File: config.mk
export PLATFORM = sky130hd
export DESIGN_NAME = core_encode_flat
export DESIGN_NICKNAME = d
export VERILOG_FILES = /design/src/rtl/core_encode_if.sv /design/src/rtl/core_encode.sv /design/src/flat_wrapper.sv
export SDC_FILE = /design/constraint.sdc
export NUM_CORES = 1
export LEC_CHECK = 0
export CAP_MARGIN = 15
export CELL_PAD_IN_SITES_DETAIL_PLACEMENT = 1
export CELL_PAD_IN_SITES_GLOBAL_PLACEMENT = 2
export CORE_UTILIZATION = 23
export CTS_CLUSTER_SIZE = 14
export DETAILED_ROUTE_END_ITERATION = 10
export PLACE_DENSITY = 0.73
export SLEW_MARGIN = 20
export SYNTH_ARGS = -nofsm -noshare
export SYNTH_HDL_FRONTEND = slang
export SYNTH_SLANG_ARGS = --single-unit
File: constraint.sdc
create_clock -name clk_i -period 2.5 [get_ports clk_i]
set_clock_uncertainty 0.2 [all_clocks]
set_input_delay 0.625 -clock clk_i [delete_from_list [all_inputs] [get_ports clk_i]]
set_output_delay 0.625 -clock clk_i [all_outputs]
set_load 0.02 [all_outputs]
File: src/rtl/core_encode_if.sv
// core_encode_if: field-bundle handshake in, instruction-memory write port and status out.
interface core_encode_if #(parameter int ADDR_W = 12);
    logic              in_valid;
    logic              in_ready;
    logic [2:0]        fmt;
    logic [6:0]        opcode;
    logic [2:0]        func3;
    logic [6:0]        func7;
    logic [4:0]        rd;
    logic [4:0]        rs1;
    logic [4:0]        rs2;
    logic [31:0]       imm;
    logic              we;
    logic [ADDR_W-1:0] waddr;
    logic [31:0]       wdata;
    logic [ADDR_W:0]   count;
    logic              full;
    logic              err;
    logic [ADDR_W-1:0] err_addr;
    modport master (
        output in_valid, fmt, opcode, func3, func7, rd, rs1, rs2, imm,
        input  in_ready, we, waddr, wdata, count, full, err, err_addr
    );
    modport slave (
        input  in_valid, fmt, opcode, func3, func7, rd, rs1, rs2, imm,
        output in_ready, we, waddr, wdata, count, full, err, err_addr
    );
endinterface

File: src/rtl/core_encode.sv
// core_encode: packs decoded RV32 fields into instruction words and writes them to consecutive addresses.
module core_encode #(
    parameter int ADDR_W    = 12,
    parameter int DEPTH     = 4096,
    parameter int BASE_ADDR = 0
) (
    input logic         clk_i,
    input logic         rst_i,
    input logic         clear_i,
    core_encode_if.slave bus
);
    localparam logic [ADDR_W-1:0] BASE    = ADDR_W'(BASE_ADDR);
    localparam logic [ADDR_W:0]   DEPTH_C = (ADDR_W+1)'(DEPTH);

    logic [ADDR_W-1:0] ptr_q, ptr_d, waddr_q, waddr_d, err_addr_q, err_addr_d;
    logic [ADDR_W:0]   count_q, count_d;
    logic [31:0]       wdata_q, wdata_d, word;
    logic              we_q, we_d, full_q, full_d, err_q, err_d;
    logic              ready, acc, legal;
    logic              fit12, fit13, fit21;
    logic [31:0]       imm;

    assign imm   = bus.imm;
    assign ready = !full_q && !clear_i;
    assign acc   = bus.in_valid && ready;
    // Signed-range checks: upper bits must all repeat the sign bit
    assign fit12 = &imm[31:11] || ~|imm[31:11];
    assign fit13 = &imm[31:12] || ~|imm[31:12];
    assign fit21 = &imm[31:20] || ~|imm[31:20];

    always_comb begin
        word  = '0;
        legal = 1'b0;
        case (bus.fmt)
            3'd0: begin
                word  = {bus.func7, bus.rs2, bus.rs1, bus.func3, bus.rd, bus.opcode};
                legal = 1'b1;
            end
            3'd1: begin
                word  = {imm[11:0], bus.rs1, bus.func3, bus.rd, bus.opcode};
                legal = fit12;
            end
            3'd2: begin
                word  = {imm[11:5], bus.rs2, bus.rs1, bus.func3, imm[4:0], bus.opcode};
                legal = fit12;
            end
            3'd3: begin
                word  = {imm[12], imm[10:5], bus.rs2, bus.rs1, bus.func3, imm[4:1], imm[11], bus.opcode};
                legal = fit13 && !imm[0];
            end
            3'd4: begin
                word  = {imm[31:12], bus.rd, bus.opcode};
                legal = ~|imm[11:0];
            end
            3'd5: begin
                word  = {imm[20], imm[10:1], imm[11], imm[19:12], bus.rd, bus.opcode};
                legal = fit21 && !imm[0];
            end
            default: begin
                word  = '0;
                legal = 1'b0;
            end
        endcase
    end

    always_comb begin
        ptr_d      = ptr_q;
        count_d    = count_q;
        full_d     = full_q;
        err_d      = err_q;
        err_addr_d = err_addr_q;
        we_d       = acc && legal;
        waddr_d    = we_d ? ptr_q : waddr_q;
        wdata_d    = we_d ? word : wdata_q;
        if (clear_i) begin
            ptr_d      = BASE;
            count_d    = '0;
            full_d     = 1'b0;
            err_d      = 1'b0;
            err_addr_d = '0;
        end else if (acc && legal) begin
            ptr_d   = ptr_q + ADDR_W'(1);
            count_d = count_q + (ADDR_W+1)'(1);
            full_d  = (count_q + (ADDR_W+1)'(1)) == DEPTH_C;
        end else if (acc) begin
            err_d      = 1'b1;
            err_addr_d = err_q ? err_addr_q : ptr_q;
        end
    end

    always_ff @(posedge clk_i) begin
        if (rst_i) begin
            ptr_q      <= BASE;
            count_q    <= '0;
            full_q     <= 1'b0;
            err_q      <= 1'b0;
            err_addr_q <= '0;
            we_q       <= 1'b0;
            waddr_q    <= '0;
            wdata_q    <= '0;
        end else begin
            ptr_q      <= ptr_d;
            count_q    <= count_d;
            full_q     <= full_d;
            err_q      <= err_d;
            err_addr_q <= err_addr_d;
            we_q       <= we_d;
            waddr_q    <= waddr_d;
            wdata_q    <= wdata_d;
        end
    end

    assign bus.in_ready = ready;
    assign bus.we       = we_q;
    assign bus.waddr    = waddr_q;
    assign bus.wdata    = wdata_q;
    assign bus.count    = count_q;
    assign bus.full     = full_q;
    assign bus.err      = err_q;
    assign bus.err_addr = err_addr_q;
endmodule
File: src/flat_wrapper.sv
// flat-port wrapper written by rule: the top's interface ports become plain ports
module core_encode_flat 
#(
    parameter int ADDR_W    = 12,
    parameter int DEPTH     = 4096,
    parameter int BASE_ADDR = 0
)
  (clk_i, rst_i, clear_i, bus_in_valid, bus_fmt, bus_opcode, bus_func3, bus_func7, bus_rd, bus_rs1, bus_rs2, bus_imm, bus_in_ready, bus_we, bus_waddr, bus_wdata, bus_count, bus_full, bus_err, bus_err_addr);
  core_encode_if #(.ADDR_W(ADDR_W)) bus_i ();
  input logic clk_i;
  input logic rst_i;
  input logic clear_i;
  input wire logic [$bits(bus_i.in_valid)-1:0] bus_in_valid;
  input wire logic [$bits(bus_i.fmt)-1:0] bus_fmt;
  input wire logic [$bits(bus_i.opcode)-1:0] bus_opcode;
  input wire logic [$bits(bus_i.func3)-1:0] bus_func3;
  input wire logic [$bits(bus_i.func7)-1:0] bus_func7;
  input wire logic [$bits(bus_i.rd)-1:0] bus_rd;
  input wire logic [$bits(bus_i.rs1)-1:0] bus_rs1;
  input wire logic [$bits(bus_i.rs2)-1:0] bus_rs2;
  input wire logic [$bits(bus_i.imm)-1:0] bus_imm;
  output wire logic [$bits(bus_i.in_ready)-1:0] bus_in_ready;
  output wire logic [$bits(bus_i.we)-1:0] bus_we;
  output wire logic [$bits(bus_i.waddr)-1:0] bus_waddr;
  output wire logic [$bits(bus_i.wdata)-1:0] bus_wdata;
  output wire logic [$bits(bus_i.count)-1:0] bus_count;
  output wire logic [$bits(bus_i.full)-1:0] bus_full;
  output wire logic [$bits(bus_i.err)-1:0] bus_err;
  output wire logic [$bits(bus_i.err_addr)-1:0] bus_err_addr;
  assign bus_i.in_valid = bus_in_valid;
  assign bus_i.fmt = bus_fmt;
  assign bus_i.opcode = bus_opcode;
  assign bus_i.func3 = bus_func3;
  assign bus_i.func7 = bus_func7;
  assign bus_i.rd = bus_rd;
  assign bus_i.rs1 = bus_rs1;
  assign bus_i.rs2 = bus_rs2;
  assign bus_i.imm = bus_imm;
  assign bus_in_ready = bus_i.in_ready;
  assign bus_we = bus_i.we;
  assign bus_waddr = bus_i.waddr;
  assign bus_wdata = bus_i.wdata;
  assign bus_count = bus_i.count;
  assign bus_full = bus_i.full;
  assign bus_err = bus_i.err;
  assign bus_err_addr = bus_i.err_addr;
  core_encode #(.ADDR_W(ADDR_W), .DEPTH(DEPTH), .BASE_ADDR(BASE_ADDR)) u_core (.clk_i(clk_i), .rst_i(rst_i), .clear_i(clear_i), .bus(bus_i));
endmodule
After elaboration in Yosys (flattened, before gate mapping)

Cells that the tools add are included.

$add $sub $neg: 2
Equal/unequal tests: 6
Muxes and demuxes: 2
Bitwise logic cells: 2
Reductions and logical operators: 27

Operator list:

| kind                    | number |
|---|---|
| $pmux W32 S6            | 1 |
| $reduce_or A12 Y1       | 2 |
| $reduce_and A21 Y1      | 1 |
| $reduce_or A21 Y1       | 1 |
| $reduce_and A20 Y1      | 1 |
| $reduce_or A20 Y1       | 1 |
| $add A13 B1 Y13 const B | 1 |
| $eq A13 B13 Y1 const B  | 1 |
| $add A12 B1 Y12 const B | 1 |
| $reduce_and A12 Y1      | 1 |
| $logic_not A1 Y1        | 7 |
| $eq A3 B2 Y1 const B    | 2 |
| $eq A3 B3 Y1 const B    | 2 |
| $logic_and A1 B1 Y1     | 5 |
| $pmux W1 S5             | 1 |
| $reduce_or A2 Y1        | 2 |
| $eq A3 B1 Y1 const B    | 1 |
| $logic_not A3 Y1        | 1 |
| $logic_or A1 B1 Y1      | 3 |
| $reduce_and A3 Y1       | 1 |
| $not A1 Y1              | 2 |
| $reduce_and A2 Y1       | 1 |

Register bits after elaboration: 84
Output and inout port bits: 73

Depth between registers and ports, before layout

Depth after elaboration: 8
Gate-level depth with buffers: 11
Depth with buffers taken out: 8

Least setup slack after synthesis

Ideal clock, no wire load.

Kind: in2reg
From: in bus_fmt[2]
To: reg u_core.waddr_q[10] (netlist: u_core.bus.waddr[10])
Library setup time: 70 ps
Arrival: 2315 ps
Data required time: 2230 ps
Setup slack: -86 ps
Stages: 11
Cells stage by stage: buf_4 -> and2b_1 -> buf_6 -> o21a_1 -> o211a_2 -> or2_1 -> o31ai_4 -> buf_4 -> buf_4 -> nand2_1 -> a21oi_1

Word-level cells in the longest chain between the ends: 4
Elaborated cells on any way between the ends: 9
Those cells by class: eq/ne (5); mux (1); reduce/logical (3)

RTL lines:

| item                                         | line               | RTL |
|---|---|---|
| start: declaration                           | flat_wrapper.sv:14 | `input wire logic [$bits(bus_i.fmt)-1:0] bus_fmt;` |
| $eq A3 B1 Y1 or $eq A3 B2 Y1 (tied branches) | core_encode.sv:34  | `case (bus.fmt)` |
| $reduce_or A2 Y1 (no line)                   | --                 |  |
| $pmux W1 S5 (*)                              | core_encode.sv:34  |  |
| $logic_and A1 B1 Y1 (*)                      | core_encode.sv:72  | `we_d = acc && legal;` |
| end signal: assignment                       | core_encode.sv:108 | `waddr_q <= waddr_d;` |
| end: declaration                             | core_encode.sv:15  | `logic [ADDR_W-1:0] ptr_q, ptr_d, waddr_q, waddr_d, err_addr_q, err_addr_d;` |

Every way passes the cells marked *; elsewhere a longest branch is shown, timed or not.
A chain may end at the register's enable or synchronous reset.

Worst setup path in the final report

From: in bus_imm[31]
To: reg u_core.wdata_q[30] (netlist: u_core.bus.wdata[30])

Word-level cells in the longest chain between the ends: 6
Elaborated cells on any way between the ends: 16
Those cells by class: mux (1); reduce/logical (15)

RTL lines:

| item                                                   | line                                 | RTL |
|---|---|---|
| start: declaration                                     | flat_wrapper.sv:21                   | `input wire logic [$bits(bus_i.imm)-1:0] bus_imm;` |
| $reduce_or A20 Y1 or $reduce_or A12 Y1 (tied branches) | core_encode.sv:28, core_encode.sv:29 |  |
| $logic_not A1 Y1 (on tied branches)                    | core_encode.sv:28, core_encode.sv:29 |  |
| $logic_or A1 B1 Y1 (on tied branches)                  | core_encode.sv:28, core_encode.sv:29 |  |
| $logic_and A1 B1 Y1 (on tied branches)                 | core_encode.sv:49, core_encode.sv:57 |  |
| $pmux W1 S5 (*)                                        | core_encode.sv:34                    |  |
| $logic_and A1 B1 Y1 (*)                                | core_encode.sv:72                    |  |
| end signal: assignment                                 | core_encode.sv:109                   | `wdata_q <= wdata_d;` |
| end: declaration                                       | core_encode.sv:17                    | `logic [31:0] wdata_q, wdata_d, word;` |

Marks and branches as above.

==> out/metrics.yaml <==
ant_nets: 0
diodes: 0
rsz0062_at_grt: "yes"
fin_cells: 923
grt_max_degree: 28
cts_max_path_buffers: 2
netlist.area_leader.share_pct: 41.58
core_um2: 17240
syn-num-nets: 569
antenna_found_initial: 0
dieArea_um2: 18120
holdBufCountCts: 0
power_density_nw_per_um2: 465.1
synth_area_leaders: "dfxtp_1 (42%), mux2i_1 (6.9%), nand2_1 (6.0%)"
synthArstFlopShare_pct: 0
hold_path_class: "register to register"
top_layer: "met4"
wl_per_cell_um: 16.59
avgSynthCellArea_um2: 8.153
nFillCells: 1998
synthSimpleGateAreaFrac_pct: 24.57
worstSetupPathType: "input pin to register"
synth-edff-count: 0
netlist_area_um2: 4044
vdd.ir_drop.worst_uv: 322.0
multi_input_area_um2: 2318
clock_latency_ns: 0.34
wl_met2_mm: 7.698
cts_made_buffers: 9
synth_adder_area_share_pct: 0.6188
drc: 0
dpl.cell_count: 895
clock.fmax_mhz: 409.8
port_buffers: 143
synth_top_cell_by_area: "dfxtp_1"
total_power_mw: 3.108
crit_required_ns: 2.57
arrival_ns: 2.51
synth.yosys.seq_area_share_pct: 41.58
ys.flop_type: "dfxtp_1"
die_w_um: 134.6
gp_congestion: 0.8576
tns_ns: 0
grt_pass1_vias: 4769
cap_violations: 0
ctsHtreeMaxLevel: 3
num_vias: 4403
dp_hpwl_mm: 11.26
fin_crit_ns: 2.440
ff_latch_area_um2: 1682
grt_pass1_wl_mm: 24.16
initial_utilization_pct: 23.46
muxShareOfSynthArea_pct: 6.931
layout-drive-gt1-share_pct: 22.64
yosysUniqueCellTypes: 47
dr.pass1.iters: 4
grt_overflow_total: 0
syn_inst: 496
synth_top_family_by_area: "simple AND/OR/NAND/NOR gates"
hold_viol: 0
tightest_slew_ns: 0.3717
row_count: 48
io-pin-count: 144
fin_ws_ns: 0.06005
nets: 767
endpoint_kind: "register"
postPlaceCellArea_um2: 6163
relSlewSlack_pct: 75.19
synth.ff_latch_count: 84
setup_viol: 0
place_ws_ns: -0.7484
cp_max_fo: 13
root_buffer: "clkbuf_16"
clock-sinks: 84
wirelength_mm: 15.31
wl_met3_mm: 1.030
track_usage_pct: 17.06
areaGrowthSynthToFinish_pct: 65.28
finalCritPeriodShare_pct: 97.60
drtIter0Drc: 130
startpoint_type: "input pin"
p_leak_nw: 2.460
ys_warn_count: 0
vias_per_cell: 4.770
synth_compound_gate_area_share_pct: 18.97
synth_xor_xnor_area_share_pct: 1.733
wl_met1_mm: 6.407
cts_tree: "built"
fin_area_um2: 6684
finalMaxSlewViolations: 0
die_h_um: 134.6
clkTransAtPathRegs_ns: 0.07
status: "finished, final reports clean"
-- cells in the mapped netlist (3+ instances only) --
cell and count:
dfxtp_1 84, nand2_1 65, nor2_1 65, a21oi_1 45, mux2i_1 28, nor3_1 17
clkbuf_1 16, a221oi_1 15, a211oi_1 14, o21ai_1 14, or3_1 12, nand4_1 10
nor4_1 10, nand3_1 9, o21ai_0 9, buf_2 7, buf_4 7, inv_1 6
nor2b_1 6, xnor2_1 5, and3_1 4, buf_6 4, or4_1 4, a22oi_1 3
o21a_1 3, o31ai_1 3, xor2_1 3
-- power breakdown --
part,total (mW),switching (mW),internal [mW]
Combinational,0.400,0.194,0.206
Sequential,1.36,0.00670,1.35
Clock,1.35,0.579,0.775
-- final timing paths --
path	start	slack, ns	endpoint	cells past startpoint
worst max-delay path	bus_imm[31]	0.06	u_core.bus.wdata[30]	12
worst min-delay path	u_core.bus.wdata[4]	0.25	u_core.bus.wdata[4]	2
worst max register to register	u_core.bus.count[0]	0.26	u_core.bus.full	8
worst min register to register	u_core.bus.wdata[4]	0.25	u_core.bus.wdata[4]	2
-- cell usage in the layout (no fill, tap or decap), types with 4 or more instances in the layout --
cell type	synthesis	final
a211oi_1	14	12
a21oi_1	45	39
a21oi_2	0	6
a221oi_1	15	15
buf_12	0	7
buf_2	7	12
buf_4	7	62
buf_6	4	7
clkbuf_16	0	12
clkbuf_2	0	13
clkdlybuf4s15_1	0	5
clkdlybuf4s50_1	0	106
dfxtp_1	84	84
dlygate4sd2_1	0	5
inv_1	6	6
mux2i_1	28	28
nand2_1	65	65
nand3_1	9	8
nand4_1	10	10
nor2_1	65	62
nor2b_1	6	5
nor3_1	17	15
nor4_2	0	4
o21ai_0	9	9
o21ai_1	14	13
or3_1	12	10
xnor2_1	5	5
-- worst max-delay path, cell delays in order --
cell	delay (ns)
buf_2	0.13
nor4_4	0.29
nand3_2	0.16
nor3_2	0.25
buf_4	0.16
o21ai_4	0.07
a31oi_4	0.20
buf_12	0.15
buf_6	0.10
clkbuf_16	0.16
nor2_1	0.05
nor3_1	0.16
-- layout make-up --
cell class	instances	area share (%)
repair buffers	223	31.19
multi-input cells	369	34.69
inverters	7	0.3931
flip-flops and latches	84	25.16
well taps	225	4.212
clock buffers	10	3.426
clock inverters	5	0.9360
-- through the flow --
step / hold slack, ns / utilization, %
after global placement: 0.2428 / 35.76
after floorplan: 0.2567 / -
after detailed placement: 0.2504 / 35.76
after CTS: 0.2603 / 37.96
after global routing: 0.2819 / 38.78
final: 0.2550 / 38.78
-- routing by layer --
layer / up-vias / global-route usage (%)
met5: - / 0
met4: 0 / 4.307
met3: 13 / 6.006
met2: 101 / 31.26
li1: 2176 / -
met1: 2113 / 18.62
-- registers in the layout, indices dropped and copies added (netlist names) --
signal	flops
u_core.bus.err	1
u_core.ptr_q	12
u_core.bus.we	1
u_core.bus.count	13
u_core.bus.wdata	32
u_core.bus.err_addr	12
u_core.bus.full	1
u_core.bus.waddr	12
-- cell families (layout without fill, tap and decap cells) --
| logic type | Yosys count | after routing |
|---|---|---|
| buffers and inverters | 43 | 245 |
| muxes | 28 | 28 |
| and+or+nand+nor | 213 | 213 |
| xor gates and xnor gates | 8 | 8 |
| DFF | 84 | 84 |
| AOI/OAI and AO/OA | 118 | 118 |
| adders and majority gates | 2 | 2 |
-- timing repair --
item,CTS,global route
setup buffers,7,3
setup endpoints to repair,84,81
resized for setup,93,58
gates cloned,0,3
pin swaps,34,13
No activity file was read; power rests on OpenSTA's default activity.
